===== config.mk =====
export PLATFORM = sky130hd
export DESIGN_NAME = alu_reg_pipe
export DESIGN_NICKNAME = d
export VERILOG_FILES = /design/src/rtl/alu_reg_pipe.sv
export SDC_FILE = /design/constraint.sdc
export NUM_CORES = 1
export LEC_CHECK = 0
export BUFFER_PORTS_ARGS = -buffer_cell sky130_fd_sc_hd__buf_2
export CAP_MARGIN = 40
export CORE_ASPECT_RATIO = 0.8
export CORE_MARGIN = 1
export CORE_UTILIZATION = 57
export CTS_BUF_LIST = sky130_fd_sc_hd__clkbuf_8
export DETAILED_ROUTE_END_ITERATION = 12
export HOLD_SLACK_MARGIN = 0.02
export PLACE_DENSITY = 0.85
export SKIP_CTS_REPAIR_TIMING = 1
export SLEW_MARGIN = 10
export SYNTH_ARGS = -nofsm -noshare
export SYNTH_HDL_FRONTEND = slang
export SYNTH_SLANG_ARGS = --single-unit

===== constraint.sdc =====
create_clock -name clk -period 3.13 [get_ports clk]
set_clock_uncertainty 0.05 [all_clocks]
set_input_delay 0.4695 -clock clk [delete_from_list [all_inputs] [get_ports clk]]
set_output_delay 0.4695 -clock clk [all_outputs]
set_load 0.05 [all_outputs]

===== src/rtl/alu_reg_pipe.sv =====
// alu_reg_pipe: registered two-operand ALU with NZCV flags, start/busy/done
// handshake (one op in flight) and optional accumulate write-back into A.
`default_nettype none

module alu_reg_pipe #(
  parameter int WIDTH  = 8,
  parameter bit ACC_EN = 1'b1
) (
  input  logic             clk,
  input  logic             rst_n,
  input  logic [WIDTH-1:0] a_in,
  input  logic [WIDTH-1:0] b_in,
  input  logic             a_ld,
  input  logic             b_ld,
  input  logic             a_clr,
  input  logic             b_clr,
  input  logic [2:0]       op,
  input  logic             start,
  input  logic             acc,
  input  logic             out_en,
  output logic [WIDTH-1:0] s_out,
  output logic [3:0]       flags,
  output logic             busy,
  output logic             done
);

  localparam int MSB = WIDTH - 1;

  typedef enum logic [0:0] {
    IDLE = 1'b0,
    EXEC = 1'b1
  } state_t;

  state_t           state, state_next;
  logic [WIDTH-1:0] a_reg, b_reg;
  logic [WIDTH-1:0] stg_a, stg_b;
  logic [2:0]       stg_op;
  logic             stg_acc;
  logic [WIDTH-1:0] result;
  logic [3:0]       flags_reg;
  logic             done_reg;
  logic             accept;
  logic             acc_wb;

  logic [WIDTH:0]   sum, diff;
  logic [WIDTH-1:0] alu_res;
  logic             alu_c, alu_v;

  // Handshake FSM: IDLE accepts a start, EXEC is the single compute cycle.
  always_ff @(posedge clk or negedge rst_n) begin
    if (!rst_n) state <= IDLE;
    else        state <= state_next;
  end

  always_comb begin
    state_next = state;
    accept     = 1'b0;
    case (state)
      IDLE: if (start) begin
        accept     = 1'b1;
        state_next = EXEC;
      end
      EXEC:    state_next = IDLE;
      default: state_next = IDLE;
    endcase
  end

  assign busy = (state == EXEC);

  generate
    if (ACC_EN) begin : g_acc_on
      assign acc_wb = busy & stg_acc;
    end else begin : g_acc_off
      assign acc_wb = 1'b0;
    end
  endgenerate

  // Function unit works off the stage registers so operand loads during busy
  // cannot disturb the in-flight op.
  always_comb begin
    sum     = {1'b0, stg_a} + {1'b0, stg_b};
    diff    = {1'b0, stg_a} - {1'b0, stg_b};
    alu_res = '0;
    alu_c   = 1'b0;
    alu_v   = 1'b0;
    case (stg_op)
      3'b000: begin
        alu_res = sum[MSB:0];
        alu_c   = sum[WIDTH];
        alu_v   = (stg_a[MSB] == stg_b[MSB]) && (sum[MSB] != stg_a[MSB]);
      end
      3'b001: begin
        alu_res = diff[MSB:0];
        alu_c   = diff[WIDTH];
        alu_v   = (stg_a[MSB] != stg_b[MSB]) && (diff[MSB] != stg_a[MSB]);
      end
      3'b010: alu_res = stg_a & stg_b;
      3'b011: alu_res = stg_a | stg_b;
      3'b100: alu_res = stg_a ^ stg_b;
      3'b101: alu_res = stg_a;
      3'b110: begin
        alu_res = {stg_a[MSB-1:0], 1'b0};
        alu_c   = stg_a[MSB];
      end
      default: begin
        alu_res = {1'b0, stg_a[MSB:1]};
        alu_c   = stg_a[0];
      end
    endcase
  end

  // Accumulate write-back outranks a_ld/a_clr on the completing edge.
  always_ff @(posedge clk or negedge rst_n) begin
    if (!rst_n) begin
      a_reg <= '0;
      b_reg <= '0;
    end else begin
      if (acc_wb)     a_reg <= alu_res;
      else if (a_ld)  a_reg <= a_in;
      else if (a_clr) a_reg <= '0;
      if (b_ld)       b_reg <= b_in;
      else if (b_clr) b_reg <= '0;
    end
  end

  always_ff @(posedge clk or negedge rst_n) begin
    if (!rst_n) begin
      stg_a     <= '0;
      stg_b     <= '0;
      stg_op    <= '0;
      stg_acc   <= 1'b0;
      result    <= '0;
      flags_reg <= '0;
      done_reg  <= 1'b0;
    end else begin
      done_reg <= busy;
      if (accept) begin
        stg_a   <= a_reg;
        stg_b   <= b_reg;
        stg_op  <= op;
        stg_acc <= acc;
      end
      if (busy) begin
        result    <= alu_res;
        flags_reg <= {alu_res[MSB], (alu_res == '0), alu_c, alu_v};
      end
    end
  end

  assign s_out = out_en ? result : '0;
  assign flags = flags_reg;
  assign done  = done_reg;

endmodule

`default_nettype wire


==> results of run 1 <==
per-layer routing:
metal | GRT usage (%) | wire (µm)
met5 | 0 | 0
met3 | 5.910 | 873
met4 | 10.38 | 200
met2 | 44.01 | 3798
met1 | 42.22 | 3684
layout make-up:
| type | count | area [µm²] | share of cell area (%) |
|---|---|---|---|
| Multi-Input combinational cell | 263 | 1831 | 50.73 |
| Sequential cell | 49 | 1226 | 33.98 |
| Clock buffer | 5 | 68.82 | 1.907 |
| Tap cell | 78 | 97.59 | 2.705 |
| Timing Repair Buffer | 47 | 262.8 | 7.282 |
| Clock inverter | 3 | 13.76 | 0.3814 |
| Inverter | 29 | 108.9 | 3.017 |
cell usage after synthesis (3+ instances only):
library cell	count
clkbuf_1	13
a22o_1	10
a222oi_1	4
and2_1	8
dfrtp_1	49
xnor2_1	4
nor3_1	5
a21oi_1	22
inv_1	28
nor2_1	30
o21ai_0	28
nand3_1	5
o22ai_1	6
a31oi_1	9
nand2b_1	8
o221ai_1	4
a22oi_1	5
mux2_2	7
ha_1	24
buf_4	3
buf_6	4
nand2_1	31
mux2i_1	7
power groups by stage:
stage	clock network, mW	registers (mW)	logic (mW)
after floorplan	0	0.859	0.839
after global placement	0	0.863	1.05
after detailed placement	0	0.874	1.08
after global routing	0.385	0.882	1.19
final	0.366	0.866	1.11
after CTS	0.367	0.862	1.09
kinds of logic (layout without fill, tap and decap cells):
kind of cell             count (synthesis)  count (layout)  share of synthesized area, %
AO/OA/AOI/OAI                          118             118                         24.58
AND/OR/NAND/NOR                         99              99                         14.17
buffers and inverters                   53              84                         7.991
flip-flops                              49              49                         36.94
adder cells (fa/ha/maj)                 26              26                         10.25
multiplexers                            14              14                         4.486
XOR/XNOR                                 6               6                         1.583
how the worst min path moves through the flow:
stage / slack, ps / endpoint / depth (start not counted)
floorplan: 120 / a_reg[0] / 0
global placement: 420 / stg_b[0] / 2
detailed placement: 350 / stg_b[7] / 1
CTS: 20 / flags[0] / 1
global route: 30 / flags[0] / 1
finish: 20 / flags[0] / 1
==> flow_summary.toml, run 1 <==
[floorplan]
die_height_um = 70.26
die_area_um2 = 6135
fp-row-count = 24
start_util_pct = 60.08
pin_count = 42
die_x_um = 87.32
coreArea_um2 = 5525

[logic_synthesis]
synth_area_per_cell_um2 = 9.094
synthArstFlopShare_pct = 100.0
synth_seq_cells = 49
synthTopCellsByArea = "dfrtp_1, ha_1, o21ai_0, nand2_1, nor2_1"
synth_top_area_share_pct = 36.94
synth_cell_types = 60
synth_enable_flop_cells = 0
yosysSeqAreaShare_pct = 36.94
synth_top_cell_by_area = "dfrtp_1"
synthCells = 365
synth_area_um2 = 3319
synthFlopType = "dfrtp_1"
synth_nets = 419
synth_warnings = 0

[layout]
nNetsFinal = 449
area_growth_syn_to_layout_pct = 8.707
design_area_um2 = 3608
layout_commonest_cell = "dfrtp_1"
fin_util_pct = 65.31
drive_above_1_share_pct = 17.68
num_antenna_cells = 0
final_cells = 474
num-fill-cells = 443
layout_common_cells = "dfrtp_1, buf_2, nand2_1, nor2_1, inv_1"

[route]
drc = 0
dr_total_vias = 3004
finalWirelength_um = 8557
dr.pass1.iters = 7
wl_per_cell_um = 18.05
ant_nets = 0
drtIter0Drc = 367
viasPerCell = 6.338

[setup_path]
cpLargestDelayFamily = "compound AO/OA/AOI/OAI gates"
critPathKind = "reg -> reg"
cpPeakStageDelay_ps = 640
start_kind = "register"
setup.worst_path.start = "stg_a[0]"
crit_path_max_fanout = 4
worst_ep_arrival_time_ps = 3140
endpoint_kind = "register"
worstPathRequired_ps = 3300
reg2regPathDepth = 10
crit_buf_inv = 2
path_depth = 10
crit_chain = "inv_1 > ha_1 > inv_1 > fa_1 > a21boi_0 > o22ai_1 > a221oi_1 > nand4bb_1 > nand4bb_1 > o32ai_2"
timing.rr.start = "stg_a[0]"
timing.rr.end = "flags[2]"
slowest_stage = "a221oi_1"
cp-endpoint = "flags[2]"
r2r_slack_ps = 150

[sta]
fmax_mhz = 335.7
fin_crit_ps = 2978
rsz0062_at_grt = "no"
fin_setup_tns_ps = 0
fin_hold_ws_ps = 16.94
maxSlewHeadroom_pct = 42.83
finalHoldViolCount = 0
postLayoutSetupSlackWorst_ps = 151.6
finalSetupViolations = 0
worstMarginPinSlew_ps = 853.7
final.period_utilization_pct = 95.16
slew_violations = 0

[power]
p_clk_share_pct = 15.6
swShare_pct = 43.84
p_int_mw = 1.315
p_total_mw = 2.342
ir_drop_mv = 0.4516
sequentialPowerShare_pct = 37.0
switchingPower_mw = 1.027
power_density_nw_per_um2 = 649.0
p_leak_nw = 1.667
p_comb_share_pct = 47.4

[cts]
cts_buffers = 5
cts_tree = "yes"
clk_pin_slew_ps = 90
cts_max_path_buffers = 2
htree_levels = 2
cts_sinks = 49
clk-insertion-delay-late_ps = 300
root_buffer = "clkbuf_8"

[grt]
grt_pass1_wl_um = 13890
antenna_found_initial = 0
grt_max_degree = 38
first_global_vias = 2762
grt_use_total_pct = 29.36
globalRoute.totalOverflow = 0

[placement]
port_buffers = 41
gp_congestion = 0.9167
hpwl_um = 6272
dpl_cell_area_um2 = 3526
pre_cts_ws_ps = 253.4
dpl.cell_count = 466

[flow_run]
max_cap_violations = 0

[hold_path]
hold_path.class = "in -> async"

[status]
status = "completed"
Note: power is estimated with default switching activity, not from simulation.
==> inputs of run 2 (changes only) <==
- CORE_UTILIZATION: 57 -> 40
- PLACE_DENSITY: 0.85 -> 0.65
==> run 2 against run 1 <==
  * Power grew 1.7%
  * Critical path depth grew 1
  * Final cell count grew 6.8%
  * Sequential share of layout area shrank 0.65 points
  * Combinational power is essentially flat
  * Design area grew 1.9%
  * Non-clock buffer count grew 2
  * Core utilization shrank 19 points
  * Wire length grew 0.77%
  * Sequential cell count is the same
  * Worst hold slack gained 67 ps
  * Critical path type unchanged
  * Largest power group unchanged
  * Highest routed layer unchanged
==> flow_summary.toml, run 2 (same netlist as run 1, synthesis figures left out) <==
[power]
power_density_nw_per_um2 = 647.4
ir_drop_mv = 0.3766
swShare_pct = 43.34
sequentialPowerShare_pct = 36.4
p_clk_share_pct = 17.7
p_leak_nw = 1.679
p_int_mw = 1.349
p_comb_share_pct = 45.9
switchingPower_mw = 1.032

[hold_path]
hold_path.class = "in -> async"

[route]
met1_length_um = 4157
wl_met2_um = 3703
ant_nets = 0
route.met3.wl_um = 603
viasPerCell = 5.753
finalWirelength_um = 8623
wl_per_cell_um = 17.04
routed.top_layer = "met4"
drtIter0Drc = 302
drc = 0
dr_total_vias = 2911
dr.pass1.iters = 5

[setup_path]
start_kind = "register"
worstPathRequired_ps = 3270
crit_path_max_fanout = 4
path_common_cell = "inv_1"
cpPeakStageDelay_ps = 420
crit_chain = "inv_1 > ha_1 > inv_1 > fa_1 > nand2b_1 > a2bb2oi_1 > a221o_1 > o31a_1 > a31o_2 > nand4bb_1 > o32ai_2"
worst_ep_arrival_time_ps = 2890
slowest_stage = "dfrtp_1"
endpoint_kind = "register"
critPathKind = "reg -> reg"

[floorplan]
die_area_um2 = 8669
fp-row-count = 29
start_util_pct = 41.58
die_height_um = 83.48
coreArea_um2 = 7983
pin_count = 42
die_x_um = 103.9

[cts]
clk_pin_slew_ps = 100
cts_buffers = 5
clk-insertion-delay-late_ps = 310
htree_levels = 2
root_buffer = "clkbuf_8"
cts_sinks = 49
cts_tree = "yes"
cts_max_path_buffers = 2

[layout]
seqCellArea_um2 = 1226
layout_commonest_cell = "dfrtp_1"
layout_common_cells = "dfrtp_1, buf_2, nand2_1, nor2_1"
num-fill-cells = 780
drive_above_1_share_pct = 18.34
final_cells = 506
nNetsFinal = 451
fin_util_pct = 46.08
multiInputGateArea_um2 = 1831
area_growth_syn_to_layout_pct = 10.82
num_antenna_cells = 0

[grt]
first_global_vias = 2667
grt_use_total_pct = 20.76
grt_max_degree = 27
grt_pass1_wl_um = 14220
globalRoute.totalOverflow = 0
antenna_found_initial = 0

[sta]
slew_violations = 0
fin_setup_tns_ps = 0
fin_crit_ps = 2749
fin_hold_ws_ps = 83.81
finalSetupViolations = 0
worstMarginPinSlew_ps = 704.0
rsz0062_at_grt = "no"
maxSlewHeadroom_pct = 52.86
final.period_utilization_pct = 87.82
fmax_mhz = 363.8
finalHoldViolCount = 0

[placement]
gp_congestion = 0.8829
dpl.cell_count = 498
port_buffers = 41
hpwl_um = 6537

[flow_run]
max_cap_violations = 0

[status]
status = "completed"
-- run 2: cell count changes in the layout (fill, tap and decap cells not counted), sizes merged --
cell,delta
clkinv,-1
clkbuf,+1
buf,+2
-- run 2: critical path, delay by kind of cell, from the launching register on --
family          cells  cell delay, ps
compound gates      5            1130
fa+ha+maj           2             610
buf+inv             2             190
flops               1             420
simple gates        2             230
-- run 2: metal layers --
layer | track usage (%) | vias to the layer above
li1 | - | 1368
met1 | 31.00 | 1392
met2 | 30.61 | 135
met3 | 2.654 | 16
met4 | 7.532 | 0
met5 | 0 | -
-- run 2: power groups by stage --
stage          logic, mW  registers [mW]  clock network, mW
3_5_place_dp        1.07           0.876                  0
4_1_cts             1.08           0.865              0.430
5_1_grt             1.19           0.888              0.450
6_report            1.09           0.866              0.422
2_1_floorplan      0.839           0.859                  0
3_3_place_gp        1.06           0.871                  0
-- run 2: area by class of cell --
cell class,instances,share of cell area (%)
multi-input combinational,263,49.76
sequential,49,33.33
timing repair buffer,49,7.551
tap,108,3.673
inverter,29,2.959
clock buffer,6,2.245
clock inverter,2,0.4762
-- run 2: path summary, 6_finish.rpt --
path                          start         to  slack [ps]  cells past startpoint
max                        stg_a[0]   flags[2]         380                     11
min                           rst_n   stg_b[6]          80                      1
max reg2reg                stg_a[0]   flags[2]         380                     11
min reg2reg                a_reg[6]   stg_a[6]         450                      2
max in group asynchronous     rst_n   stg_a[2]        2400                      2
min in group clk              op[2]  stg_op[2]         320                      3
-- run 2: metrics by stage --
step                power (mW)  area (µm²)  setup WS [ps]
finish                   2.381        3679          381.3
global route             2.525        3679          234.8
CTS                      2.373        3679          398.6
detailed placement       1.949        3578          420.5
global placement         1.930        3558          496.3
floorplan                1.697        3319          700.5
==> inputs of run 3 (changes only) <==
- GPL_TIMING_DRIVEN: unset -> 0
- clock period: 3.13 -> 3.2 ns (I/O delays scaled with it)
==> run 3 against run 2 <==
  * Design area grew 2.6%
  * Combinational power grew 6%
  * Core utilization grew 1.2 points
  * Final cell count grew 3.2%
  * Sequential power shrank 5.0%
  * Sequential share of layout area shrank 0.83 points
  * Wire length grew 1.2%
  * Via count grew 0.69%
==> flow_summary.toml, run 3 (same netlist as run 1, synthesis figures left out) <==
[status]
status = "completed"

[route]
dr.pass1.iters = 5
viasPerCell = 5.615
drtIter0Drc = 226
drc = 0
finalWirelength_um = 8724
dr_total_vias = 2931
wl_per_cell_um = 16.71
ant_nets = 0

[setup_path]
critPathKind = "reg -> reg"
slowest_stage = "dfrtp_1"
crit_chain = "inv_1 > ha_1 > inv_1 > fa_1 > nand2b_1 > a2bb2oi_1 > a221o_1 > o31a_1 > a31o_2 > nand4bb_1 > o32ai_2"
cpPeakStageDelay_ps = 420
start_kind = "register"
crit_buf_inv = 2
worst_ep_arrival_time_ps = 2950
cpLargestDelayFamily = "compound AO/OA/AOI/OAI gates"
worstPathRequired_ps = 3330
crit_path_max_fanout = 4
endpoint_kind = "register"
path_common_cell = "inv_1"

[power]
p_leak_nw = 1.711
p_total_mw = 2.332
ir_drop_mv = 0.4527
power_density_nw_per_um2 = 618.1

[grt]
grtUsageMet1_pct = 30.85
grt_pass1_wl_um = 14110
grt_use_total_pct = 20.43
use_met2_pct = 29.82
grt_max_degree = 38
globalRoute.totalOverflow = 0
antenna_found_initial = 0
grtUsageMet3_pct = 2.888
gr-max-usage-layer = "met1"
first_global_vias = 2690

[layout]
design_area_um2 = 3772
fin_util_pct = 47.26
area_growth_syn_to_layout_pct = 13.64
drive_above_1_share_pct = 18.12
nNetsFinal = 467
seqCellArea_um2 = 1226
num_antenna_cells = 0
layout_common_cells = "dfrtp_1, buf_2, nand2_1, nor2_1"
num-fill-cells = 795
multiInputGateArea_um2 = 1834
final_cells = 522
layout_commonest_cell = "dfrtp_1"

[placement]
dpl_cell_area_um2 = 3670
port_buffers = 39
hpwl_um = 6672
dpl.cell_count = 513
gp_congestion = 0.8831
pre_cts_ws_ps = 207.0

[floorplan]
start_util_pct = 41.58
die_area_um2 = 8669
die_height_um = 83.48
die_x_um = 103.9
coreArea_um2 = 7983
pin_count = 42
fp-row-count = 29

[sta]
slew_violations = 0
finalHoldViolCount = 0
fin_hold_ws_ps = 321.1
rsz0062_at_grt = "no"
worstMarginPinSlew_ps = 658.6
fmax_mhz = 354.9
final.period_utilization_pct = 88.05
fin_setup_tns_ps = 0
finalSetupViolations = 0
maxSlewHeadroom_pct = 55.93
fin_crit_ps = 2818
postLayoutSetupSlackWorst_ps = 382.4

[cts]
cts_buffers = 5
cts_max_path_buffers = 2
cts_sinks = 49
root_buffer = "clkbuf_8"
clk_pin_slew_ps = 90
clk-insertion-delay-late_ps = 310
cts_tree = "yes"
htree_levels = 2

[hold_path]
hold_path.class = "in -> reg"

[flow_run]
max_cap_violations = 0
[run 3: cell count changes in the layout (fill, tap and decap cells not counted), moves of 2 or more]
cell	before	now
clkbuf_1	0	13
buf_6	0	4
buf_4	7	3
clkinv_2	0	2
buf_8	0	2
[run 3: per-layer routing]
layer,share of wire [%],up-vias
met1,51,1397
met5,0,-
met2,42,117
met3,6.1,16
met4,1.8,0
li1,-,1401
[run 3: power by group]
group | leakage (nW) | switching (mW) | internal [mW]
clock | 0.0439 | 0.211 | 0.151
sequential | 0.609 | 0.0867 | 0.737
combinational | 1.06 | 0.714 | 0.433
[run 3: layout make-up]
type	instances	share of cell area, %
timing repair buffer	41	5.970
clock inverter	3	0.4643
tap	108	3.582
buffer	24	4.146
multi-input combinational	263	48.62
sequential	49	32.50
clock buffer	5	1.824
inverter	29	2.886
[run 3: worst paths after layout]
path	start	end	slack [ps]	depth (start not counted)
worst max-delay path	stg_a[0]	flags[2]	380	11
worst min-delay path	op[2]	stg_op[2]	320	3
worst max register to register	stg_a[0]	flags[2]	380	11
worst min register to register	busy	done	350	0
max in group asynchronous	rst_n	a_reg[1]	2050	3
min in group asynchronous	rst_n	stg_b[7]	550	2
[run 3: worst register-to-register path, cell delays in order, from the launching register on]
cell       delay, ps
dfrtp_1          420
inv_1            170
ha_1             240
inv_1             70
fa_1             400
nand2b_1          90
a2bb2oi_1        100
a221o_1          360
o31a_1           290
a31o_2           280
nand4bb_1        130
o32ai_2           80
